$ cat src/rtl/sprite_blit.sv
// CHIP-8/SCHIP DXYN sprite engine: row fetch, XOR read-modify-write into 2-bit vram.
// Optional SPRITE_WRAP_EN: wrap pixels at logical edges instead of clipping.
module sprite_blit #(
  parameter int VW = 128,
  parameter int VH = 64
) (
  input  logic        clk,
  input  logic        reset,
  input  logic        start,
  input  logic        hires,
  input  logic [6:0]  x,
  input  logic [5:0]  y,
  input  logic [3:0]  n,
  input  logic [11:0] i_addr,
  input  logic [1:0]  plane,
  output logic [11:0] ram_addr,
  input  logic [7:0]  ram_dout,
  output logic [6:0]  vram_hpos,
  output logic [5:0]  vram_vpos,
  input  logic [1:0]  vram_pixelo,
  output logic [1:0]  vram_pixeli,
  output logic        vram_we,
  output logic        busy,
  output logic        done,
  output logic        collision
);

  localparam logic [7:0] LW = 8'(VW);
  localparam logic [6:0] LH = 7'(VH);

  typedef enum logic [2:0] {
    IDLE, FETCH, SCAN, RD, WAIT, WR, NEXT, FIN
  } state_t;

  state_t      st;
  logic        hr;
  logic        wide;
  logic [4:0]  rows;
  logic [6:0]  x0;
  logic [5:0]  y0;
  logic [1:0]  pl;
  logic [15:0] sh;
  logic [3:0]  c;
  logic [4:0]  r;
  logic [1:0]  sub;
  logic [1:0]  fph;

  logic [7:0]  px;
  logic [6:0]  py;
  logic [6:0]  pyn;
  logic [4:0]  rn;
  logic [1:0]  tsub;
  logic [6:0]  th;
  logic [5:0]  tv;
  logic        clip;
  logic        bottom;
  logic        last_col;
  logic        last_row;
  logic        last_sub;

  // target pixel, clip and loop-end decode for the current column/row
  always_comb begin
    px = {1'b0, x0} + {4'd0, c};
    py = {1'b0, y0} + {2'd0, r};
    rn = r + 5'd1;
    pyn = {1'b0, y0} + {2'd0, rn};
    tsub = (st == WR) ? sub + 2'd1 : 2'd0;
    th = hr ? px[6:0] : {px[5:0], tsub[0]};
    tv = hr ? py[5:0] : {py[4:0], tsub[1]};
`ifdef SPRITE_WRAP_EN
    clip = 1'b0;
    bottom = 1'b0;
`else
    clip = hr ? (px >= LW || py >= LH)
              : (px >= (LW >> 1) || py >= (LH >> 1));
    bottom = hr ? (pyn >= LH) : (pyn >= (LH >> 1));
`endif
    last_col = (c == (wide ? 4'd15 : 4'd7));
    last_row = (rn == rows) || bottom;
    last_sub = hr || (sub == 2'd3);
  end

  // draw sequencer with registered outputs
  always_ff @(posedge clk or negedge reset) begin
    if (!reset) begin
      st <= IDLE;
      hr <= 1'b0;
      wide <= 1'b0;
      rows <= '0;
      x0 <= '0;
      y0 <= '0;
      pl <= '0;
      sh <= '0;
      c <= '0;
      r <= '0;
      sub <= '0;
      fph <= '0;
      ram_addr <= '0;
      vram_hpos <= '0;
      vram_vpos <= '0;
      vram_pixeli <= '0;
      vram_we <= 1'b0;
      busy <= 1'b0;
      done <= 1'b0;
      collision <= 1'b0;
    end else begin
      case (st)
        IDLE: begin
          done <= 1'b0;
          if (start) begin
            hr <= hires;
            wide <= hires && (n == 4'd0);
            rows <= (n == 4'd0) ? 5'd16 : {1'b0, n};
            x0 <= hires ? x : {1'b0, x[5:0]};
            y0 <= hires ? y : {1'b0, y[4:0]};
            pl <= (plane == 2'b00) ? 2'b01 : plane;
            ram_addr <= i_addr;
            collision <= 1'b0;
            busy <= 1'b1;
            c <= '0;
            r <= '0;
            fph <= '0;
            st <= FETCH;
          end
        end
        FETCH: begin
          unique case (fph)
            2'd0: begin
              ram_addr <= ram_addr + 12'd1;
              fph <= 2'd1;
            end
            2'd1: begin
              sh <= {ram_dout, 8'h00};
              if (wide) begin
                ram_addr <= ram_addr + 12'd1;
                fph <= 2'd2;
              end else begin
                fph <= 2'd0;
                st <= SCAN;
              end
            end
            default: begin
              sh[7:0] <= ram_dout;
              fph <= 2'd0;
              st <= SCAN;
            end
          endcase
        end
        SCAN: begin
          if (sh[15] && !clip) begin
            vram_hpos <= th;
            vram_vpos <= tv;
            sub <= 2'd0;
            st <= RD;
          end else if (last_col) begin
            st <= NEXT;
          end else begin
            c <= c + 4'd1;
            sh <= sh << 1;
          end
        end
        RD: st <= WAIT;
        WAIT: begin
          vram_pixeli <= vram_pixelo ^ pl;
          vram_we <= 1'b1;
          if ((vram_pixelo & pl) != 2'b00) collision <= 1'b1;
          st <= WR;
        end
        WR: begin
          vram_we <= 1'b0;
          if (!last_sub) begin
            sub <= sub + 2'd1;
            vram_hpos <= th;
            vram_vpos <= tv;
            st <= RD;
          end else if (last_col) begin
            st <= NEXT;
          end else begin
            c <= c + 4'd1;
            sh <= sh << 1;
            st <= SCAN;
          end
        end
        NEXT: begin
          c <= '0;
          r <= rn;
          if (last_row) begin
            done <= 1'b1;
            busy <= 1'b0;
            st <= FIN;
          end else begin
            st <= FETCH;
          end
        end
        default: begin
          done <= 1'b0;
          st <= IDLE;
        end
      endcase
    end
  end

endmodule
$ cat config.mk
export PLATFORM = sky130hd
export DESIGN_NAME = sprite_blit
export DESIGN_NICKNAME = d
export VERILOG_FILES = /design/src/rtl/sprite_blit.sv
export SDC_FILE = /design/constraint.sdc
export NUM_CORES = 1
export LEC_CHECK = 0
export CAP_MARGIN = 10
export CORE_AREA = 5 5 100 102
export CTS_CLUSTER_DIAMETER = 80
export DETAILED_ROUTE_END_ITERATION = 10
export DIE_AREA = 0 0 105 107
export GPL_ROUTABILITY_DRIVEN = 0
export GPL_TIMING_DRIVEN = 0
export PLACE_DENSITY = 0.83
export SLEW_MARGIN = 20
export SYNTH_ARGS = -nofsm -noshare
export SYNTH_HDL_FRONTEND = slang
export SYNTH_SLANG_ARGS = --single-unit
$ cat constraint.sdc
create_clock -name clk -period 3 [get_ports clk]
set_input_delay 0.45 -clock clk [delete_from_list [all_inputs] [get_ports clk]]
set_output_delay 0.45 -clock clk [all_outputs]
set_load 0.02 [all_outputs]
After elaboration in Yosys (flattened, before gate mapping)
Index checks and enable logic that the tools add are counted.
- output and inout port bits: 31
- word-level logic and storage cells: 150
- flip-flop bits (word level): 85
- input port bits: 45
- reduce and logical (&&, ||, !) cells: 32
- $add $sub $neg: 7
- $lt $le $gt $ge: 6
- multiplexer cells: 58
- eq/ne operators: 23
- bitwise gates (word level): 3
- operators by type and width (operator ; count):
    2-to-1 mux 16 bit ; 3
    one-hot mux 12 bit (2 select lines) ; 2
    one-hot mux 16 bit (3 select lines) ; 1
    2-to-1 mux 7 bit ; 4
    2-to-1 mux 12 bit ; 2
    2-to-1 mux 6 bit ; 4
    2-to-1 mux 3 bit ; 7
    one-hot mux 3 bit (7 select lines) ; 1
    2-to-1 mux 4 bit ; 5
    AND reduction 4 bit ; 5
    != test 2 bit (second input constant) ; 9
    one-hot mux 4 bit (4 select lines) ; 1
    one-hot mux 8 bit (2 select lines) ; 1
    adder 6 x 5 -> 7 bit ; 2
    greater-or-equal comparator 7 x 6 -> 1 bit (second input constant) ; 2
    greater-or-equal comparator 7 bit (second input constant) ; 2
    one-hot mux 7 bit (2 select lines) ; 1
    adder 12 x 1 -> 12 bit (second input constant) ; 1
    2-to-1 mux 2 bit ; 6
    one-hot mux 2 bit (2 select lines) ; 3
    one-hot mux 6 bit (2 select lines) ; 1
    nonzero test 2 bit ; 6
    2-to-1 mux 5 bit ; 2
    one-hot mux 5 bit (2 select lines) ; 1
    other kinds (33) ; 57

Logic depth before layout (Yosys ltp)
- depth after elaboration: 8
- gate-level depth with buffers: 11
- mapped depth without buffers: 11

Worst setup path after synthesis
OpenSTA, ideal clock, no wires.
- path kind: register to register
- start: register r[0]
- end: register sh[0]
- cell stages (with the launch flop): 12
- data arrival time: 2516 ps
- setup time: 125 ps
- period minus slack after synthesis: 2641 ps
- required time: 2875 ps
- slack: 359 ps
- buffers on the path: 2
- path through: dfrtp_1 ha_1 fa_1 a21o_1 a21oi_1 o21ai_0 a22oi_1 a31oi_2 buf_6 nor2b_4 buf_6 mux2_4
- cells in the longest elaborated chain, start to end: 8
- elaborated cells between the ends (all ways): 10
- those cells by class: add/sub: 1; order compare: 2; eq/ne: 1; mux: 1; reduce/logical: 5
- ends and longest elaborated chain (item ; RTL line ; source):
    from (decl) ; 44 ; logic [4:0] r;
    from (signal assigned) ; 186 ; r <= rn;
    adder 6 x 5 -> 7 bit (*) ; 64 ; py = {1'b0, y0} + {2'd0, r};
    greater-or-equal comparator 7 x 6 -> 1 bit / greater-or-equal comparator 7 bit (equally long branches) ; 75, 74 ;
    logical OR 1 bit, on equally long branches ; 75, 74 ;
    2-to-1 mux 1 bit (*) ; 74 ; clip = hr ? (px >= LW || py >= LH)
    zero test 1 bit (*) ; 150 ; if (sh[15] && !clip) begin
    logical AND 1 bit (*) ; 150 ;
    != test 2 bit (no line) (*) ; -- ;
    AND reduction 4 bit (no line) (*) ; -- ;
    to (signal assigned) ; 143 ; sh[7:0] <= ram_dout;
    to (signal assigned) ; 159 ; sh <= sh << 1;
    to (signal assigned) ; 180 ; sh <= sh << 1;
    to (decl) ; 42 ; logic [15:0] sh;
Mark *: on every way between the ends. The rest lies on a longest branch, timed or not.
A chain may end at the register's enable or synchronous reset.

Worst setup path after layout
Same ends and word-level chain as after synthesis.

==> out/summary.log <==
[worst_setup_path] crit path launch type flip-flop
[logic_synthesis] Warnings, synthesis 0
[logic_synthesis] top area cells in the synthesized netlist dfrtp_1 45%, nand2_1 10%, ha_1 5.3%, o21ai_0 4.9%, a21oi_1 3.6%
[timing] number of hold violations in the final report 0
[power_and_ir_drop] Worst IR Drop VDD 0.0004449 V
[grt] number of antenna violations at the first check in global routing 0
[clocking] buffer depth of the longest clock path 2
[logic_synthesis] largest family of logic cells by synthesized area simple AND/OR/NAND/NOR gates
[logic_synthesis] count of flip-flops with a built-in enable after synthesis 0
[routing] average detailed-routed wire length per instance 15.78 um
[power_and_ir_drop] PnR Total Power 6.143 mW
[grt] overall fraction of global-route tracks in use 0.2122
[clocking] Worst-Skew Late Latency 360 ps
[logic_synthesis] Async SR Flop Fraction 1.000
[timing] Worst Skew 10.77 ps
[power_and_ir_drop] cell leakage power 2.654 nW
[cells_and_area] nets@finish 682
[logic_synthesis] fraction of the mapped netlist area in adder cells 0.06375
[timing] final critical delay including setup and external delays 2878 ps
[timing] share of the cycle needed by the critical path after routing 0.9595
[clocking] clock root buffer master clkbuf_8
[placed_design] post-detail-place hpwl 8657 um
[floorplanning] area of the core 9021 sq um
[routing] count of unresolved DRC violations after routing 0
[logic_synthesis] Simple-Gate Fraction of Synth Area 0.1976
[timing] RSZ-0062 raised after global routing true
[clocking] depth of the CTS H-tree 3
[grt] wire length of the first global-routing pass 19700 um
[routing] total wirelength of the detailed-routed design 11530 um
[timing] setup violation total in the final timing report 0
[worst_setup_path] arrival time of the worst setup path 3140 ps
[logic_synthesis] number of cells produced by synthesis 528
[timing] setup TNS 0 ps
[floorplanning] initial cell density of the core 0.5222
[logic_synthesis] top cell types by occurrence after synthesis 127 x nand2_1, 85 x dfrtp_1, 46 x o21ai_0
[logic_synthesis] xor-xnor portion of the synthesized cell area 0.03347
[routing] via count 4146
[logic_synthesis] synthesized-area fraction occupied by ao, oa, aoi and oai cells 0.1660
[grt] sum of overflow across all layers after global routing 0
[cells_and_area] Diodes inserted 0
[placed_design] # placed instances 715
[cells_and_area] total non-filler cell area in the finished layout 5843 sq um
[routing] via count normalized by instance count 5.672
[clocking] number of CTS-inserted buffers 9
[placed_design] worst setup slack after placement 123.3 ps
[floorplanning] cell row count 35
[power_and_ir_drop] Power per Cell Area 1051 nW/um^2
[floorplanning] DIE AREA 11240 sq um
[cells_and_area] filler-free cell count of the finished design 731
[logic_synthesis] proportion of synthesized chip area in sequential cells 0.4515
[cells_and_area] utilization after layout 0.6477
[logic_synthesis] number of register bits inferred by synthesis 85
[logic_synthesis] library cell occupying the most area in the post-synthesis netlist dfrtp_1
[floorplanning] top-level port count 76
[timing] final slew viol count 0
[logic_synthesis] most repeated cell in the gate-level netlist after synthesis nand2_1
[timing] setup slack after layout 121.6 ps
[timing] worst-case hold slack 108.0 ps
[clocking] quantity of hold-fixing buffers added after cts 0
[placed_design] I/O Buffers 75
[grt] maximum number of pins on one net before global-route repair 51
[worst_setup_path] category of the worst setup path capture point flip-flop
[timing] normalized max-slew margin 0.3895
[placed_design] Post-Place Cell Area 5618 sq um
[floorplanning] horizontal extent of the die 105 um
[routing] Detailed Routing Iterations Pass 1 5
[worst_setup_path] critical path class reg -> reg
[routing] final antenna-violating net count 0
[logic_synthesis] mux contribution to synthesized area 0.04967
[job] count of max-cap constraint violations 0
[logic_synthesis] number of distinct library cells after synthesis 54
[worst_setup_path] Worst Path Max Fanout 10
[cells_and_area] fraction of final layout cells sized beyond drive strength 1 0.05968
[clocking] clock-pin slew on the worst setup and hold paths 90 ps
[logic_synthesis] top flip-flop cell by instance count after synthesis dfrtp_1
[floorplanning] vertical die dimension 107 um
[status] result of the run finished, final reports clean
[logic_synthesis] mean instance size in the synthesized netlist 8.922 sq um
[cells_and_area] count of fill cells added during filler insertion 772
[logic_synthesis] Synth top area share 0.4515
[worst_setup_path] required arrival time at the worst endpoint 3260 ps
[clocking] number of sinks handled by clock tree synthesis 85
[clocking] TritonCTS clock tree yes
[timing] Peak Freq 0.3474 GHz
[logic_synthesis] number of nets in the synthesized netlist 595
[cells_and_area] area delta synth->final 24.04%
[timing] Tightest Pin Transition 915.8 ps
[logic_synthesis] Post-Synthesis Cell Area 4711 sq um
[grt] vias in the first global route 4253
[routing] number of violations reported at the end of detailed-routing iteration 0 208
[worst_hold_path] path type of the worst min-delay path in -> async
==> logic make-up (layout without fill, tap and decap cells) <==
logic type,Yosys count,in the layout
fa+ha+maj,23,23
compound gates,128,128
xor+xnor,18,18
simple gates,210,210
mux,21,21
buf+inv,43,135
flops,85,85
==> state kept, by name, indices dropped and copies added, names as in the netlist, 3 cells and up <==
name and flops:
sh 16, ram_addr 12, vram_hpos 7, x0 7, vram_vpos 6, y0 6
r 5, rows 5, c 4, st 3
==> worst paths after layout <==
path | start | to | slack [ps] | depth (start not counted)
max | r[0] | sh[0] | 120 | 11
max reg2reg | r[0] | sh[0] | 120 | 11
min | reset | sh[0] | 110 | 1
max in group asynchronous | reset | r[0] | 2250 | 2
min reg2reg | vram_vpos[4] | vram_vpos[4] | 490 | 2
min in group clk | vram_vpos[4] | vram_vpos[4] | 490 | 2
==> power by group <==
group          switching, mW  internal [mW]
Clock                  0.423          0.469
Combinational           1.81           1.39
Sequential             0.409           1.64
==> placed cells by master (no fill, tap or decap), types with 11 or more instances in the layout <==
cell type	Yosys	routed
a21oi_1	34	33
and3_1	11	11
clkbuf_1	21	21
clkdlybuf4s50_1	0	74
dfrtp_1	85	84
ha_1	20	20
inv_1	17	17
nand2_1	127	127
nand3_1	24	24
nor2_1	19	19
o21ai_0	46	46
==> layout make-up <==
type / instances / area [sq um] / share of cell area
Clock buffer: 10 / 127.6 / 0.02184
Inverter: 17 / 63.81 / 0.01092
Clock inverter: 6 / 86.33 / 0.01478
Buffer: 26 / 118.9 / 0.02034
Sequential cell: 85 / 2128 / 0.3642
Timing Repair Buffer: 76 / 768.2 / 0.1315
Tap cell: 111 / 138.9 / 0.02377
Multi-Input combinational cell: 400 / 2411 / 0.4126
==> routing by layer <==
metal  global-route usage  routed length (um)  vias to the layer above
met2               0.3692                5874                      123
li1                     -                   -                     2012
met1               0.2681                4876                     1993
met5                    0                   0                        -
met4              0.06119                 195                        0
met3              0.04214                 586                       18
==> critical path, stage by stage, from the launching register on <==
cell and delay (ps):
dfrtp_2 470, ha_1 220, fa_1 410, a21o_1 190
a21oi_1 200, o21ai_0 110, a22oi_1 270, a31oi_2 150
buf_6 170, nor2b_4 120, buf_6 170, mux2_4 290
==> repair_timing <==
item / CTS / global route
setup endpoints to repair: 0 / 19
gates resized for setup: 0 / 6
setup buffers: 0 / 0
No activity file was read; power rests on OpenSTA's default activity.
